### config.mk
export PLATFORM = sky130hd
export DESIGN_NAME = data_mem_ctrl_flat
export DESIGN_NICKNAME = d
export VERILOG_FILES = /design/src/rtl/data_mem_ctrl_if.sv /design/src/rtl/data_mem_ctrl.sv /design/src/flat_wrapper.sv
export SDC_FILE = /design/constraint.sdc
export NUM_CORES = 1
export LEC_CHECK = 0
export BUFFER_PORTS_ARGS = -buffer_cell sky130_fd_sc_hd__buf_2
export CAP_MARGIN = 20
export CORE_MARGIN = 10
export CORE_UTILIZATION = 25
export DETAILED_ROUTE_END_ITERATION = 12
export GPL_TIMING_DRIVEN = 0
export PLACE_DENSITY = 0.59
export SLEW_MARGIN = 20
export SYNTH_ARGS = -nofsm -noshare
export SYNTH_HDL_FRONTEND = slang
export SYNTH_SLANG_ARGS = --single-unit
export TNS_END_PERCENT = 1
### constraint.sdc
create_clock -name clk -period 2.4 [get_ports clk]
set_input_delay 0.12 -clock clk [delete_from_list [all_inputs] [get_ports clk]]
set_output_delay 0.12 -clock clk [all_outputs]
set_load 0.01 [all_outputs]
### src/rtl/data_mem_ctrl_if.sv
// Load/store bus between the core, the data-memory controller and the data RAM.
// master = core plus RAM side, slave = controller.
interface data_mem_ctrl_if #(
    parameter int unsigned ADDR_W = 10
);
    logic              req_valid;
    logic              req_write;
    logic [1:0]        req_size;
    logic              req_signed;
    logic [31:0]       req_addr;
    logic [31:0]       req_wdata;
    logic              stall;
    logic [31:0]       rdata;
    logic              rdata_valid;
    logic              addr_err;
    logic              ram_en;
    logic [3:0]        ram_we;
    logic [ADDR_W-1:0] ram_addr;
    logic [31:0]       ram_din;
    logic [31:0]       ram_dout;

    modport master (
        output req_valid, req_write, req_size, req_signed, req_addr, req_wdata, ram_dout,
        input  stall, rdata, rdata_valid, addr_err, ram_en, ram_we, ram_addr, ram_din
    );

    modport slave (
        input  req_valid, req_write, req_size, req_signed, req_addr, req_wdata, ram_dout,
        output stall, rdata, rdata_valid, addr_err, ram_en, ram_we, ram_addr, ram_din
    );
endinterface

### src/rtl/data_mem_ctrl.sv
// Data-memory controller: byte/half/word stores with lane enables, aligned and
// extended loads, misalignment detection and a stall that covers RAM read latency.
module data_mem_ctrl #(
    parameter int unsigned ADDR_W   = 10,
    parameter int unsigned READ_LAT = 1
) (
    input  logic           clk,
    input  logic           rst,
    data_mem_ctrl_if.slave bus
);
    typedef enum logic [1:0] {
        IDLE = 2'd0,
        WAIT = 2'd1,
        DONE = 2'd2
    } state_t;

    localparam logic [1:0] SIZE_BYTE = 2'b00;
    localparam logic [1:0] SIZE_HALF = 2'b01;
    localparam logic [1:0] SIZE_WORD = 2'b10;
    localparam logic [1:0] WAIT_INIT = (READ_LAT >= 2) ? 2'(READ_LAT - 2) : 2'd0;

    if (READ_LAT < 1 || READ_LAT > 4) begin : g_bad_read_lat
        $error("data_mem_ctrl: READ_LAT must be in 1..4");
    end
    if (ADDR_W < 1 || ADDR_W > 29) begin : g_bad_addr_w
        $error("data_mem_ctrl: ADDR_W must be in 1..29");
    end

    state_t            state;
    logic [1:0]        cnt;
    logic [1:0]        lat_off;
    logic [1:0]        lat_size;
    logic              lat_signed;
    logic [ADDR_W-1:0] lat_addr;

    logic              misaligned_c;
    logic              load_start_c;
    logic [ADDR_W-1:0] req_word_c;
    logic [7:0]        ld_byte_c;
    logic [15:0]       ld_half_c;
    logic [31:0]       ld_data_c;

    // Bytes above the RAM window are dropped, so addresses wrap.
    logic unused_addr_hi;
    assign unused_addr_hi = ^bus.req_addr[31:ADDR_W+2];
    assign req_word_c     = bus.req_addr[ADDR_W+1:2];

    always_comb begin
        misaligned_c = 1'b1;
        case (bus.req_size)
            SIZE_BYTE: misaligned_c = 1'b0;
            SIZE_HALF: misaligned_c = bus.req_addr[0];
            SIZE_WORD: misaligned_c = |bus.req_addr[1:0];
            default:   misaligned_c = 1'b1;
        endcase
    end

    assign load_start_c = (state == IDLE) && bus.req_valid && !bus.req_write && !misaligned_c;

    // FSM and load-field latches; cnt counts the extra RAM wait cycles.
    always_ff @(posedge clk) begin
        if (!rst) begin
            state      <= IDLE;
            cnt        <= 2'd0;
            lat_off    <= 2'd0;
            lat_size   <= 2'd0;
            lat_signed <= 1'b0;
            lat_addr   <= '0;
        end else begin
            case (state)
                IDLE: begin
                    if (load_start_c) begin
                        lat_off    <= bus.req_addr[1:0];
                        lat_size   <= bus.req_size;
                        lat_signed <= bus.req_signed;
                        lat_addr   <= req_word_c;
                        if (READ_LAT == 1) begin
                            state <= DONE;
                        end else begin
                            state <= WAIT;
                            cnt   <= WAIT_INIT;
                        end
                    end
                end
                WAIT: begin
                    if (cnt == 2'd0) state <= DONE;
                    else             cnt   <= cnt - 2'd1;
                end
                DONE:    state <= IDLE;
                default: state <= IDLE;
            endcase
        end
    end

    // Lane select and extension of the returned RAM word.
    always_comb begin
        ld_byte_c = bus.ram_dout[{lat_off, 3'b000} +: 8];
        ld_half_c = lat_off[1] ? bus.ram_dout[31:16] : bus.ram_dout[15:0];
        case (lat_size)
            SIZE_BYTE: ld_data_c = lat_signed ? {{24{ld_byte_c[7]}}, ld_byte_c} : {24'd0, ld_byte_c};
            SIZE_HALF: ld_data_c = lat_signed ? {{16{ld_half_c[15]}}, ld_half_c} : {16'd0, ld_half_c};
            default:   ld_data_c = bus.ram_dout;
        endcase
    end

    // Outputs; everything is held at zero while reset is asserted.
    always_comb begin
        bus.stall       = 1'b0;
        bus.rdata       = 32'd0;
        bus.rdata_valid = 1'b0;
        bus.addr_err    = 1'b0;
        bus.ram_en      = 1'b0;
        bus.ram_we      = 4'd0;
        bus.ram_addr    = '0;
        bus.ram_din     = 32'd0;
        if (rst) begin
            case (state)
                IDLE: begin
                    if (bus.req_valid) begin
                        if (misaligned_c) begin
                            bus.addr_err = 1'b1;
                        end else begin
                            bus.ram_en   = 1'b1;
                            bus.ram_addr = req_word_c;
                            if (bus.req_write) begin
                                case (bus.req_size)
                                    SIZE_BYTE: begin
                                        bus.ram_we  = 4'b0001 << bus.req_addr[1:0];
                                        bus.ram_din = {4{bus.req_wdata[7:0]}};
                                    end
                                    SIZE_HALF: begin
                                        bus.ram_we  = bus.req_addr[1] ? 4'b1100 : 4'b0011;
                                        bus.ram_din = {2{bus.req_wdata[15:0]}};
                                    end
                                    default: begin
                                        bus.ram_we  = 4'b1111;
                                        bus.ram_din = bus.req_wdata;
                                    end
                                endcase
                            end else begin
                                bus.stall = 1'b1;
                            end
                        end
                    end
                end
                WAIT: begin
                    bus.stall    = 1'b1;
                    bus.ram_en   = 1'b1;
                    bus.ram_addr = lat_addr;
                end
                DONE: begin
                    bus.rdata_valid = 1'b1;
                    bus.rdata       = ld_data_c;
                    bus.ram_addr    = lat_addr;
                end
                default: ;
            endcase
        end
    end
endmodule

### src/flat_wrapper.sv
// flat-port wrapper written by rule: the top's interface ports become plain ports
module data_mem_ctrl_flat 
#(
    parameter int unsigned ADDR_W   = 10,
    parameter int unsigned READ_LAT = 1
)
  (clk, rst, bus_req_valid, bus_req_write, bus_req_size, bus_req_signed, bus_req_addr, bus_req_wdata, bus_ram_dout, bus_stall, bus_rdata, bus_rdata_valid, bus_addr_err, bus_ram_en, bus_ram_we, bus_ram_addr, bus_ram_din);
  data_mem_ctrl_if #(.ADDR_W(ADDR_W)) bus_i ();
  input  logic clk;
  input  logic rst;
  input wire logic [$bits(bus_i.req_valid)-1:0] bus_req_valid;
  input wire logic [$bits(bus_i.req_write)-1:0] bus_req_write;
  input wire logic [$bits(bus_i.req_size)-1:0] bus_req_size;
  input wire logic [$bits(bus_i.req_signed)-1:0] bus_req_signed;
  input wire logic [$bits(bus_i.req_addr)-1:0] bus_req_addr;
  input wire logic [$bits(bus_i.req_wdata)-1:0] bus_req_wdata;
  input wire logic [$bits(bus_i.ram_dout)-1:0] bus_ram_dout;
  output wire logic [$bits(bus_i.stall)-1:0] bus_stall;
  output wire logic [$bits(bus_i.rdata)-1:0] bus_rdata;
  output wire logic [$bits(bus_i.rdata_valid)-1:0] bus_rdata_valid;
  output wire logic [$bits(bus_i.addr_err)-1:0] bus_addr_err;
  output wire logic [$bits(bus_i.ram_en)-1:0] bus_ram_en;
  output wire logic [$bits(bus_i.ram_we)-1:0] bus_ram_we;
  output wire logic [$bits(bus_i.ram_addr)-1:0] bus_ram_addr;
  output wire logic [$bits(bus_i.ram_din)-1:0] bus_ram_din;
  assign bus_i.req_valid = bus_req_valid;
  assign bus_i.req_write = bus_req_write;
  assign bus_i.req_size = bus_req_size;
  assign bus_i.req_signed = bus_req_signed;
  assign bus_i.req_addr = bus_req_addr;
  assign bus_i.req_wdata = bus_req_wdata;
  assign bus_i.ram_dout = bus_ram_dout;
  assign bus_stall = bus_i.stall;
  assign bus_rdata = bus_i.rdata;
  assign bus_rdata_valid = bus_i.rdata_valid;
  assign bus_addr_err = bus_i.addr_err;
  assign bus_ram_en = bus_i.ram_en;
  assign bus_ram_we = bus_i.ram_we;
  assign bus_ram_addr = bus_i.ram_addr;
  assign bus_ram_din = bus_i.ram_din;
  data_mem_ctrl #(.ADDR_W(ADDR_W), .READ_LAT(READ_LAT)) u_core (.clk(clk), .rst(rst), .bus(bus_i));
endmodule
# ---- Word level (Yosys, flattened, before mapping)
# Index checks and enable logic that the tools add are counted.
dict set report op_classes {
  shifts 2
  n_mux 42
  eq_ne 7
  addsub 1
  bitwise_logic 1
  reduce_logical 14
}
# op count
set ops {}
lappend ops {{$mux W32} 9}
lappend ops {{$pmux W32 S2} 2}
lappend ops {{$shiftx A32 B6 Y8} 1}
lappend ops {{$mux W10} 3}
lappend ops {{$mux W4} 6}
lappend ops {{$pmux W10 S2} 1}
lappend ops {{$mux W16} 1}
lappend ops {{$mux W1} 13}
lappend ops {{$logic_not A2 Y1} 4}
lappend ops {{$pmux W4 S2} 1}
lappend ops {{$eq A2 B1 Y1 const B} 3}
lappend ops {{$reduce_and A2 Y1} 3}
lappend ops {{$eq A2 B2 Y1 const B} 2}
lappend ops {{$mux W2} 2}
lappend ops {{$ne A2 B1 Y1 const B} 2}
lappend ops {{$pmux W1 S2} 2}
lappend ops {{$pmux W2 S2} 1}
lappend ops {{$reduce_or A2 Y1} 2}
lappend ops {{$shl A1 B2 Y4 const A} 1}
lappend ops {{$logic_and A1 B1 Y1} 3}
lappend ops {{$pmux W1 S3} 1}
lappend ops {{$logic_not A1 Y1} 2}
lappend ops {{$sub A2 B1 Y2 const B} 1}
lappend ops {{$not A1 Y1} 1}
dict set report totals {
  in_bits 103
  output_inout_bits 82
  ff_bits 19
  wordCells 73
}

# ---- Depth between registers and ports, before layout
dict set report depth {
  depth_word 7
  ltp_mapped 7
  ltp_nobuf 4
}

# ---- Least setup slack after synthesis
# No wires, ideal clock.
dict set report synth_path {
  path_type {register -> output}
  from {register u_core.lat_size[1]}
  to {output port bus_rdata[20]}
  t_required_ns 2.280
  n_path_buf 1
  t_arrival_ns 1.363
  path_stages_with_launch 6
  slack_ns 0.917
  path_cell_list {dfxtp_1 > or3_1 > o22ai_2 > o2111ai_4 > buf_6 > nand2_1}
}
dict set report synth_via {
  elab_chain_len 4
  word_cells_on_any_way 5
  classes_between {eq/ne (1); mux (3); reduce/logical (1)}
}
# element line
set synth_rtl {}
lappend synth_rtl {{start, declared} data_mem_ctrl.sv:32} ;# logic [1:0] lat_size;
lappend synth_rtl {{start signal, assigned} data_mem_ctrl.sv:74} ;# lat_size <= bus.req_size;
lappend synth_rtl {{$eq A2 B1 Y1 or $logic_not A2 Y1 (tied branches)} data_mem_ctrl.sv:99} ;# case (lat_size)
lappend synth_rtl {{$pmux W32 S2 *} data_mem_ctrl.sv:99}
lappend synth_rtl {{$mux W32 *} data_mem_ctrl.sv:117} ;# case (state)
lappend synth_rtl {{$mux W32 *} data_mem_ctrl.sv:116} ;# if (rst) begin
lappend synth_rtl {{end, declared} flat_wrapper.sv:19} ;# output wire logic [$bits(bus_i.rdata)-1:0] bus_rdata;
# Every way passes the cells marked *; elsewhere a longest branch is shown, timed or not.

# ---- Final worst setup path
dict set report layout_path {
  from {register u_core.lat_size[0]}
  to {output port bus_rdata[1]}
}
# Same word-level chain as after synthesis.

==> impl_metrics.env <==
export IMPL_grt_first_pass_wirelength_mm=15.93
export IMPL_dr_total_vias=2893
export IMPL_synth_top_area_share_pct=16.20
export IMPL_ys_seq_area_share_pct=16.20
export IMPL_hpwl_mm=8.200
export IMPL_path_class="flop to output pin"
export IMPL_worstHoldEndpoint="u_core.lat_addr[5]"
export IMPL_grt_pass1_vias=3104
export IMPL_yosysUniqueCellTypes=29
export IMPL_worstHoldStart="bus_req_addr[7]"
export IMPL_dieArea_sq_mm=0.01186
export IMPL_seq_area_sq_um=320.3
export IMPL_cts_inserted_buffers=3
export IMPL_crit_chain="buf_2 -> inv_1 -> a21oi_1 -> a22oi_1 -> a21oi_1 -> buf_2"
export IMPL_fin_util_pct=38.47
export IMPL_synth_largest_area_cell="dfxtp_1"
export IMPL_pre_cts_ws_ps=462.5
export IMPL_p_sw_share_pct=34.16
export IMPL_viasPerCell=4.988
export IMPL_finalWeightedCongestion=0.8425
export IMPL_synth_ff_type="dfxtp_1"
export IMPL_critPathMaxStageDelay_ps=560
export IMPL_final_setup_worst_slack_ps=271.6
export IMPL_intPower_w=0.0005587
export IMPL_async_reset_ff_share_pct=0
export IMPL_power_frac_seq_pct=33.1
export IMPL_ys_ff_latch=16
export IMPL_drt_initial_drc_count=238
export IMPL_finalPower_w=0.0008486
export IMPL_outcome="finished clean"
export IMPL_fin_worst_skew_ps=2.471
export IMPL_synth_avg_cell_area_sq_um=6.336
export IMPL_antenna_found_initial=0
export IMPL_drv_slew=0
export IMPL_worst_pin_slew_ps=756.1
export IMPL_hold_depth=3
export IMPL_timing_reg2reg_setup_slack_ps=810
export IMPL_clockBufferDepth=2
export IMPL_synthCells=312
export IMPL_avgRoutedWirePerCell_um=17.46
export IMPL_p_clk_share_pct=29.5
export IMPL_syn_to_final_growth_pct=50.38
export IMPL_rsz0062_at_grt="no"
export IMPL_post_cts_buffers=0
export IMPL_reg2reg_depth=4
export IMPL_routed_wl_mm=10.13
export IMPL_yosys_warnings=0
export IMPL_start_util_pct=25.58
export IMPL_synthMostInstantiatedCell="nand2_1"
export IMPL_worstHoldPathType="input pin to flop"
export IMPL_clock_sinks=16
export IMPL_die_width_um=108.9
export IMPL_hold_slack_ps=112.5
export IMPL_synth_nets=415
export IMPL_slew_headroom_pct=49.59
export IMPL_grt_max_degree=11
export IMPL_path_clk_slew_ps=70
export IMPL_n_antenna_cell=0
export IMPL_rows=32
export IMPL_core_area_sq_mm=0.007727
export IMPL_cp_arrival_ps=2010
export IMPL_io_pins=185
export IMPL_r2r_start="u_core.lat_size[1]"
export IMPL_synth_common_cells="64 x nand2_1, 45 x a21oi_1, 32 x nor2_1"
export IMPL_synth_area_top_cells="dfxtp_1 16%, nand2_1 12%, a21oi_1 11%, mux2i_1 9.1%, mux2_2 8.0%"
export IMPL_startpoint_type="flop"
export IMPL_combPwrFrac_pct=37.4
export IMPL_h_tree_depth=1
export IMPL_p_sw_w=0.0002899
export IMPL_crit_fanout=10
export IMPL_synth_edf_count=0
export IMPL_powerDensity_mw_per_mm2=285.4
export IMPL_r2r_end="u_core.lat_size[1]"
export IMPL_fillers=836
export IMPL_grt_use_total_pct=16.32
export IMPL_finalCriticalPeriod_ps=2128
export IMPL_syn_area_sq_mm=0.001977
export IMPL_finalHoldViolations=0
export IMPL_drc=0
export IMPL_cap_violations=0
export IMPL_clk_latency_ps=260
export IMPL_crit_slowest_cell="a21oi_1"
export IMPL_setup_viol=0
export IMPL_port_buffer_count=162
export IMPL_cts_root_buffer="clkbuf_8"
export IMPL_cts_tree="built"
export IMPL_peakVddDrop_mv=0.1400
export IMPL_critPathRequiredTime_ps=2280
export IMPL_multiInputGateArea_sq_mm=0.001483
export IMPL_drt_pre_antenna_iters=4
export IMPL_final_period_utilization_pct=88.69
export IMPL_setup_tns_final_ps=0
export IMPL_p_leak_nw=1.656
export IMPL_gr_total_overflow=0
export IMPL_die_y_um=108.9
export IMPL_nNetsFinal=582
export IMPL_drive_gt1_share_pct=41.84
export IMPL_cp_end_kind="output pin"
export IMPL_max_freq_ghz=0.4698
export IMPL_postRouteAntennaNets=0
-- cells by family (layout without fill, tap and decap cells) --
| family | after synthesis | after routing | share of synthesized area, % |
|---|---|---|---|
| simple gates | 128 | 128 | 27.47 |
| compound gates | 100 | 100 | 30.32 |
| buf+inv | 36 | 202 | 8.924 |
| mux | 32 | 32 | 17.09 |
| flops | 16 | 16 | 16.20 |
-- worst max-delay path by stage --
stage                  startpoint             to  cells past startpoint
2_1_floorplan  u_core.lat_size[1]  bus_rdata[20]                      5
3_3_place_gp                  rst  bus_rdata[30]                      8
3_5_place_dp                  rst  bus_rdata[25]                      8
4_1_cts        u_core.lat_size[1]  bus_rdata[25]                      7
5_1_grt        u_core.lat_size[0]   bus_rdata[2]                      6
6_report       u_core.lat_size[0]   bus_rdata[1]                      6
-- power by group through the flow --
stage | Sequential (W) | Combinational, W | Clock [W]
6_report | 0.000281 | 0.000318 | 0.000250
5_1_grt | 0.000282 | 0.000355 | 0.000267
4_1_cts | 0.000281 | 0.000318 | 0.000256
3_5_place_dp | 0.000287 | 0.000317 | 0
3_3_place_gp | 0.000286 | 0.000311 | 0
2_1_floorplan | 0.000285 | 0.000168 | 0
-- cell type report --
| cell class | count | share of cell area [%] |
|---|---|---|
| inverters | 8 | 1.010 |
| well taps | 102 | 4.293 |
| multi-input cells | 260 | 49.87 |
| flip-flops and latches | 16 | 10.77 |
| plain buffers | 28 | 4.924 |
| repair buffers | 162 | 27.27 |
| clock buffers | 4 | 1.852 |
-- worst max-delay path, delay by kind of cell (launching register included) --
kind / cells / cell delay, ps
AO/OA/AOI/OAI: 3 / 910
flip-flops: 1 / 340
buffers and inverters: 3 / 500
-- per-stage QoR --
step,instances,cell area (sq um)
detailed placement,576,2915
floorplan,312,1977
global placement,576,2915
CTS,580,2970
global route,580,2973
finish,580,2973
-- what timing repair did --
item | 4_1_cts | 5_1_grt
endpoints found under the setup margin | 0 | 1
hold buffers | 0 | 0
resized for setup | 0 | 1
-- layer usage --
metal	share of wire [%]	up-vias	routed length (um)	GRT usage [%]
met3	15	5	1496	7.788
li1	-	1424	-	-
met2	47	157	4719	27.81
met5	0	-	0	0
met1	38	1307	3843	17.87
met4	0.65	0	66	4.049
-- sequential cells by signal, indices dropped and copies added, names as in the netlist --
register and cells:
u_core.lat_addr 10, u_core.lat_off 2, u_core.lat_size 2, u_core.lat_signed 1, u_core.state 1
-- cell usage in the layout (no fill, tap or decap), types with 2 or more instances in the layout --
master,synthesis,routed
clkbuf_1,12,12
clkbuf_8,0,4
o21ai_0,31,31
dfxtp_1,16,16
buf_6,2,2
mux2_2,14,14
a21oi_1,45,45
buf_2,9,171
nor3_1,3,3
nand3_1,15,15
buf_4,4,4
inv_1,8,8
nor2_1,32,31
a22o_1,10,10
a22oi_1,7,7
o31ai_1,2,2
nand2_1,64,64
mux2i_1,18,18
and3_1,9,9
(Power assumes the default switching activity.)
